--- src/rtl/screen_image_loader.sv ---
// screen_image_loader: streams one stored bitmap from a synchronous ROM to the
// VGA plot port, one pixel per clock, with a start/busy/done handshake.
module screen_image_loader #(
    parameter int X_PIXELS           = 320,
    parameter int Y_PIXELS           = 240,
    parameter int X_W                = 9,
    parameter int Y_W                = 8,
    parameter int COLOUR_W           = 3,
    parameter int NUM_IMAGES         = 4,
    parameter int SEL_W              = 2,
    parameter int ADDR_W             = 19,
    parameter int ROM_LATENCY        = 1,
    parameter int TRANSPARENT_EN     = 0,
    parameter int TRANSPARENT_COLOUR = 0
) (
    input  logic                iClock,
    input  logic                iResetn,
    input  logic                iStart,
    input  logic [SEL_W-1:0]    iImageSel,
    output logic [ADDR_W-1:0]   oRomAddr,
    input  logic [COLOUR_W-1:0] iRomData,
    output logic [X_W-1:0]      oX,
    output logic [Y_W-1:0]      oY,
    output logic [COLOUR_W-1:0] oColour,
    output logic                oPlot,
    output logic                oBusy,
    output logic                oDone
);

    localparam int unsigned         LAT          = ROM_LATENCY;
    localparam int unsigned         FRAME_PIXELS = X_PIXELS * Y_PIXELS;
    localparam logic [X_W-1:0]      X_LAST       = X_W'(X_PIXELS - 1);
    localparam logic [Y_W-1:0]      Y_LAST       = Y_W'(Y_PIXELS - 1);
    localparam logic [COLOUR_W-1:0] KEY_COLOUR   = COLOUR_W'(TRANSPARENT_COLOUR);

    typedef enum logic [1:0] {IDLE, FETCH, DRAIN, DONE} stateT;

    stateT state, stateNext;

    // Coordinates of the pixel whose address is currently on oRomAddr
    logic [X_W-1:0]   curX;
    logic [Y_W-1:0]   curY;

    // Coordinate delay line, head is index LAT-1 (aligned with iRomData)
    logic [X_W-1:0]   pipeX [LAT];
    logic [Y_W-1:0]   pipeY [LAT];
    logic [LAT-1:0]   pipeValid;

    logic             accept;
    logic             lastPixel;
    logic             drainEmpty;
    logic             keyHit;
    logic [SEL_W-1:0] selClamped;
    logic [ADDR_W-1:0] imageBase;

    // Clamp the image index and form the image base address (used only on start)
    always_comb begin
        selClamped = iImageSel;
        if ({1'b0, iImageSel} >= (SEL_W + 1)'(NUM_IMAGES)) begin
            selClamped = SEL_W'(NUM_IMAGES - 1);
        end
        imageBase = ADDR_W'(selClamped) * ADDR_W'(FRAME_PIXELS);
    end

    // Next-state logic; DRAIN exits once only the head stage still holds data,
    // so the last pixel leaves the output register as DONE is entered
    always_comb begin
        stateNext  = state;
        accept     = (state == IDLE) && iStart;
        lastPixel  = (curX == X_LAST) && (curY == Y_LAST);
        drainEmpty = 1'b1;
        for (int unsigned i = 1; i < LAT; i++) begin
            if (pipeValid[i-1]) begin
                drainEmpty = 1'b0;
            end
        end
        keyHit = (TRANSPARENT_EN != 0) && (iRomData == KEY_COLOUR);
        case (state)
            IDLE:    if (iStart)     stateNext = FETCH;
            FETCH:   if (lastPixel)  stateNext = DRAIN;
            DRAIN:   if (drainEmpty) stateNext = DONE;
            DONE:                    stateNext = IDLE;
            default:                 stateNext = IDLE;
        endcase
    end

    // State register
    always_ff @(posedge iClock or negedge iResetn) begin
        if (!iResetn) begin
            state <= IDLE;
        end else begin
            state <= stateNext;
        end
    end

    // Address generator and handshake: incremental address, x/y raster walk
    always_ff @(posedge iClock or negedge iResetn) begin
        if (!iResetn) begin
            curX     <= '0;
            curY     <= '0;
            oRomAddr <= '0;
            oBusy    <= 1'b0;
            oDone    <= 1'b0;
        end else begin
            oDone <= (state == DONE);
            if (state == IDLE) begin
                oBusy <= iStart;
            end
            if (accept) begin
                curX     <= '0;
                curY     <= '0;
                oRomAddr <= imageBase;
            end else if ((state == FETCH) && !lastPixel) begin
                oRomAddr <= oRomAddr + 1'b1;
                if (curX == X_LAST) begin
                    curX <= '0;
                    curY <= curY + 1'b1;
                end else begin
                    curX <= curX + 1'b1;
                end
            end
        end
    end

    // Coordinate delay line matching the ROM read latency
    always_ff @(posedge iClock or negedge iResetn) begin
        if (!iResetn) begin
            pipeValid <= '0;
            for (int unsigned i = 0; i < LAT; i++) begin
                pipeX[i] <= '0;
                pipeY[i] <= '0;
            end
        end else begin
            pipeValid[0] <= (state == FETCH);
            pipeX[0]     <= curX;
            pipeY[0]     <= curY;
            for (int unsigned i = 1; i < LAT; i++) begin
                pipeValid[i] <= pipeValid[i-1];
                pipeX[i]     <= pipeX[i-1];
                pipeY[i]     <= pipeY[i-1];
            end
        end
    end

    // Output register: pairs the pipeline head with ROM data, masks key colour
    always_ff @(posedge iClock or negedge iResetn) begin
        if (!iResetn) begin
            oX      <= '0;
            oY      <= '0;
            oColour <= '0;
            oPlot   <= 1'b0;
        end else begin
            oPlot <= pipeValid[LAT-1] && !keyHit;
            if (pipeValid[LAT-1]) begin
                oX      <= pipeX[LAT-1];
                oY      <= pipeY[LAT-1];
                oColour <= iRomData;
            end
        end
    end

endmodule
--- config.mk ---
export PLATFORM = sky130hd
export DESIGN_NAME = screen_image_loader
export DESIGN_NICKNAME = d
export VERILOG_FILES = /design/src/rtl/screen_image_loader.sv
export SDC_FILE = /design/constraint.sdc
export NUM_CORES = 1
export LEC_CHECK = 0
export BUFFER_PORTS_ARGS = -buffer_cell sky130_fd_sc_hd__buf_2
export CAP_MARGIN = 20
export CORE_MARGIN = 2
export CORE_UTILIZATION = 55
export CTS_BUF_LIST = sky130_fd_sc_hd__clkbuf_8
export DETAILED_ROUTE_END_ITERATION = 6
export GPL_TIMING_DRIVEN = 0
export HOLD_SLACK_MARGIN = 0.15
export PLACE_DENSITY = 0.87
export SETUP_SLACK_MARGIN = 0.05
export SYNTH_ARGS = -nofsm -noshare
export SYNTH_HDL_FRONTEND = slang
export SYNTH_SLANG_ARGS = --single-unit
--- constraint.sdc ---
create_clock -name iClock -period 6.2 [get_ports iClock]
set_input_delay 0.93 -clock iClock [delete_from_list [all_inputs] [get_ports iClock]]
set_output_delay 0.93 -clock iClock [all_outputs]
set_load 0.05 [all_outputs]
Yosys cells after proc, flatten, opt, wreduce, memory -nomap -nowiden
Index checks and enable logic that the tools add are counted.
W data, S select, Z words.

storage, ports and cells
  register bits = 79
  bits in latches = 0
  memory bits (writable) = 0
  ROM bits = 0
  input port bits = 8
  output and inout bits = 42
  word-level logic and storage cells = 44
  memories = 0

cells by class
  add/sub/neg operators = 3
  $mul = 1
  div/mod/pow operators = 0
  magnitude comparators = 0
  equality and inequality tests = 7
  shift-type cells = 0
  muxes and demuxes = 11
  bitwise gates (word level) = 0
  reduce and logical (&&, ||, !) cells = 9

operator list
  cell                     count
  $mux W19                 2
  $mux W9                  3
  $mux W8                  3
  $add A19 B1 Y19 const B  1
  $add A9 B1 Y9 const B    1
  $eq A9 B9 Y1 const B     1
  $mul A2 B7 Y9 const B    1
  $add A8 B1 Y8 const B    1
  $eq A8 B8 Y1 const B     1
  $pmux W2 S4              1
  $eq A2 B2 Y1 const B     2
  $mux W2                  2
  $ne A2 B2 Y1 const B     2
  $reduce_and A2 Y1        2
  $reduce_bool A2 Y1       2
  $logic_and A1 B1 Y1      3
  $eq A2 B1 Y1 const B     1
  $logic_not A2 Y1         1
  $logic_not A1 Y1         1

Logic depth before layout (Yosys ltp)
  word-level depth = 6
  depth in mapped cells = 8
  depth with buffers taken out = 7

Worst setup path before layout
Ideal clock, no wire load.

  path kind = register to register
  start point = reg oRomAddr[4]
  end point = reg oRomAddr[15]
  library setup time = 0.131 ns
  arrival = 1.964 ns
  data required time = 6.069 ns
  path slack = 4.106 ns
  cell stages (with the launch flop) = 6
  buffers on the path = 0
  period minus slack after synthesis = 2.094 ns
  path through = dfrtp_1 -> nand4_1 -> or4b_4 -> a211oi_1 -> xnor2_1 -> o21ai_1

on the way
  cells in the longest elaborated chain, start to end = 3

RTL lines
  item                    line  source
  start, declared         20    output logic [ADDR_W-1:0] oRomAddr,
  start signal, assigned  112   oRomAddr <= imageBase;
  start signal, assigned  114   oRomAddr <= oRomAddr + 1'b1;
  $add A19 B1 Y19         114
  $mux W19                113   end else if ((state == FETCH) && !lastPixel) begin
  $mux W19                109   if (accept) begin

No other way between the ends. The select of a mux whose other input is x is not followed.
A chain may end at the register's enable or synchronous reset.

Worst setup path in the final report
  start point = reg state[1]
  end point = reg curY[7]

on the way
  cells in the longest elaborated chain, start to end = 4
  elaborated cells on any way between the ends = 8
  classes of those cells = eq/ne: 1; mux: 1; reduce/logical: 6

RTL lines
  item                                                     line     source
  start, declared                                          38       stateT state, stateNext;
  start signal, assigned                                   92       state <= stateNext;
  $eq A2 B1 Y1 / $logic_not A2 Y1 (equally long branches)  113, 69
  $logic_and A1 B1 Y1 (on tied branches)                   113, 69
  $reduce_bool A2 Y1 (no source line)                      --
  $reduce_and A2 Y1 (no source line)                       --
  end signal, assigned                                     117      curY <= curY + 1'b1;
  end, declared                                            42       logic [Y_W-1:0] curY;

Parallel ways exist; a longest one is shown, timed or not.

==> metrics list <==
- Maximum level of the CTS H-tree: 3
- Summing all multi-input logic gate instances after layout gives ~1400 um^2.
* Final estimated routing congestion in global placement: 0.8310
- Number of antenna-violating nets in the routed design: 0
- Across every metal layer, demand over resource in global routing totals 0.2145.
- Crit path kind: reg2reg
- In this run the core area contains 28 standard-cell rows.
- Avg Vias per Cell: 5.706
- Overall power: around 970 uW
* Worst Max-Slew Pin Slew: 0.9434 ns
- Die Outline Area: between 6000 and 7000 um^2
- Counting every net in the synthesized netlist gives 307.
- Number of buffers inserted during clock tree synthesis: 9
- CP Data Arrival Time: 2.61 ns
- In this run the count of I/O pins placed on the die edge is 50.
- Clock-pin slew was measured on the worst setup and hold paths at 0.08 ns.
- Maximum net fanout on the critical path: 10
* Diode insertion count for antenna repair: 0
- The worst-case IR drop observed on VDD is 0.1821 mV.
- For this block, wires on met1 add up to between 2000 and 3000 um.
- Setup repair after global routing left no endpoint under its margin.
- For this block, the initial DRC count from the detailed router was about 170.
- TritonCTS built the clock tree.
- Via count of the first global-routing pass: between 2000 and 2500
* Commonest cells after routing, fill and taps aside: 79 x sky130_fd_sc_hd__dfrtp_1, 49 x sky130_fd_sc_hd__buf_2, 25 x sky130_fd_sc_hd__nor2_1
- The number of antenna violations at the first check in global routing is 0.
* Number of clock sinks seen by CTS: a little under 80
* Routed length on met3: about 370 um
* Post-CTS resize count: 0
- Data required time of the worst path: approximately 6.4 ns
- After synthesis, the netlist uses between 40 and 50 different library cells.
* Die outline height: 83.47 um
- Number of optimization iterations in the first detailed-route pass: 4
- Worst-case headroom to the max-slew limit: 0.3659
- Max-cap violations: 0
- # fillers: roughly 440
- Int Pwr: roughly 760 uW
- Max Clock Skew: a little over 0.01 ns
* Global-route wire length before repair: around 12000 um
- The area growth from synthesis to layout is 17.04%.
- Total negative slack: 0 ns
* Number of max-slew violations in the final report: 0
* Buffer levels on the longest clock path: 2
- The highest metal layer carrying signal wires in the routed design is met4.
* Core Box Area: around 6000 um^2
* Die X: about 83 um
* Hold buffer count at cts: 0
- The worst hold path belongs to the class reg2reg.
- Initial standard-cell utilization of the core: 0.5764
* Cells after Synth: approximately 290
* Register area: a little under 2000 um^2
- Cell Count, Final, Fillers Out: about 430
- Of the total power, the share spent switching nets is 0.2122.
- The run finished with clean final reports.
- Each instance of the synthesized netlist takes up on average between 10 and 15 um^2.
- CTS placed an instance of sky130_fd_sc_hd__clkbuf_8 at the clock tree root.
- Dividing total power by cell area gives a power density of 237.4 nW/um^2.
- The library cell used most frequently in the layout, excluding fill and tap cells, is sky130_fd_sc_hd__dfrtp_1.
- Static timing analysis puts the maximum clock frequency at roughly 0.42 GHz.
- After global routing the overflow that remains totals 0.
* Final Hold Viols: 0
- In the final routed layout, each cell accounts on average for around 17 um.
- The routed layout has 2448 vias.
- Of the total power, combinational logic draws 0.022.
- Net switching power: slightly above 200 uW
* Clock period minus final worst setup slack: between 2 and 2.5 ns
* Quantity of I/O buffers inserted on ports: 49
* Yosys synthesis warning count: 0
- Reported leakage power: 1.844 nW
- Fraction of final layout cells with drive strength greater than 1: 0.3051
- Detail Route met2 WL: around 3700 um
- Of the available clock period, the critical path in the final layout requires 0.3852.
- Setup crit end kind: flip-flop
- Buffers inserted by post-CTS timing repair: 0
- Pin count of the biggest net entering global routing: between 40 and 50
* Worst-Skew Late Latency: 0.35 ns
- Counting flops and latches in the post-synthesis netlist gives just under 80.
- Element type at the critical path start: flip-flop
- Detailed placement ended at an HPWL of between 4000 and 5000 um.
* Final setup violating endpoints: 0
- Hold timing on the final database bottoms out at a slack of approximately 0.40 ns.
- Remaining routing DRC violations: 0
- In this run, placement finished with an instance count of a little over 400.
- The share of total power dissipated in the clock network is 0.443.
* Portion of the post-synthesis area used by sequential elements: 0.5692
- The net count of the finished layout is 368.
- Cell area after synthesis: about 3500 um^2
- Of the total power, registers draw 0.535.
- Final routed wirelength across all metal layers: 7096 um
synthesized netlist by cell type (all sizes together):
cell      n  share of area
a211oi    3         0.0079
a21o      1         0.0022
a21oi     8          0.012
a31oi     4         0.0072
and2      2         0.0036
and3      4         0.0076
and4      2         0.0050
and4bb    1         0.0036
buf       4         0.0090
clkbuf    7         0.0097
dfrtp    79           0.57
ha       11          0.040
inv      10          0.011
mux2     21          0.069
mux2i     4          0.012
nand2    16          0.019
nand3    11          0.017
nand4     7          0.013
nor2     25          0.027
nor3      4         0.0058
nor3b     1         0.0022
nor4      3         0.0072
o2111ai   3          0.013
o211ai   10          0.023
o21ai    14          0.024
or3       5          0.010
or4       7          0.016
or4b      1         0.0040
xnor2    11          0.028
xor2      9          0.023
area by class of cell:
| type | instances | share of cell area |
|---|---|---|
| well taps | 75 | 0.02308 |
| repair buffers | 50 | 0.06587 |
| multi-input cells | 188 | 0.3429 |
| flip-flops and latches | 79 | 0.4863 |
| inverters | 10 | 0.009234 |
| clock buffers | 10 | 0.03386 |
| clock inverters | 6 | 0.02278 |
| plain buffers | 11 | 0.01600 |
critical path, cell delays in order (launching register included):
cell and delay [ns]:
sky130_fd_sc_hd__dfrtp_1 0.44, sky130_fd_sc_hd__inv_1 0.13, sky130_fd_sc_hd__ha_1 0.44, sky130_fd_sc_hd__buf_2 0.32, sky130_fd_sc_hd__nand3_1 0.28, sky130_fd_sc_hd__nor4_1 0.42, sky130_fd_sc_hd__xnor2_1 0.17, sky130_fd_sc_hd__nor2_1 0.06
layer usage:
| metal | GRT usage | vias to the layer above |
|---|---|---|
| li1 | - | 1143 |
| met1 | 0.2740 | 1219 |
| met2 | 0.3570 | 72 |
| met3 | 0.04550 | 14 |
| met4 | 0.09091 | 0 |
| met5 | 0 | - |
power by group through the flow:
stage / logic (mW) / registers, mW / clock network, mW
detailed placement: 0.0218 / 0.526 / 0
CTS: 0.0220 / 0.516 / 0.434
global route: 0.0242 / 0.516 / 0.459
global placement: 0.0193 / 0.526 / 0
floorplan: 0.00186 / 0.530 / 0
finish: 0.0211 / 0.516 / 0.428
path summary, 6_finish.rpt:
path / slack [ns] / from / cells after the start / endpoint
max in group asynchronous: 5.10 / iResetn / 2 / oX[4]
worst max register to register: 3.81 / state[1] / 7 / curY[7]
worst max-delay path: 3.81 / state[1] / 7 / curY[7]
min in group asynchronous: 0.52 / iResetn / 1 / state[0]
worst min register to register: 0.40 / pipeValid / 0 / oPlot
worst min-delay path: 0.40 / pipeValid / 0 / oPlot
stage by stage:
stage | utilization | cell area, um^2 | setup WS, ns
detailed placement | 0.6364 | 3835 | 3.851
global placement | 0.6327 | 3812 | 3.716
finish | 0.6746 | 4065 | 3.812
floorplan | - | 3473 | 4.106
global route | 0.6746 | 4065 | 3.651
CTS | 0.6746 | 4065 | 3.829
registers in the layout, indices dropped and copies added, names as in the netlist:
name / count
pipeValid: 1
curX: 9
oDone: 1
curY: 8
oColour: 3
state: 2
oBusy: 1
pipeX: 9
oPlot: 1
oX: 9
oRomAddr: 19
pipeY: 8
oY: 8
cell families (layout without fill, tap and decap cells):
group / count (synthesis) / count (layout) / synth area share
AOI/OAI and AO/OA: 43 / 43 / 0.08898
xor gates and xnor gates: 20 / 20 / 0.05043
adders and majority gates: 11 / 11 / 0.03962
buffers and inverters: 21 / 87 / 0.02953
DFF: 79 / 79 / 0.5692
muxes: 25 / 25 / 0.08069
and+or+nand+nor: 89 / 89 / 0.1416
Note: power is estimated with default switching activity, not from simulation.
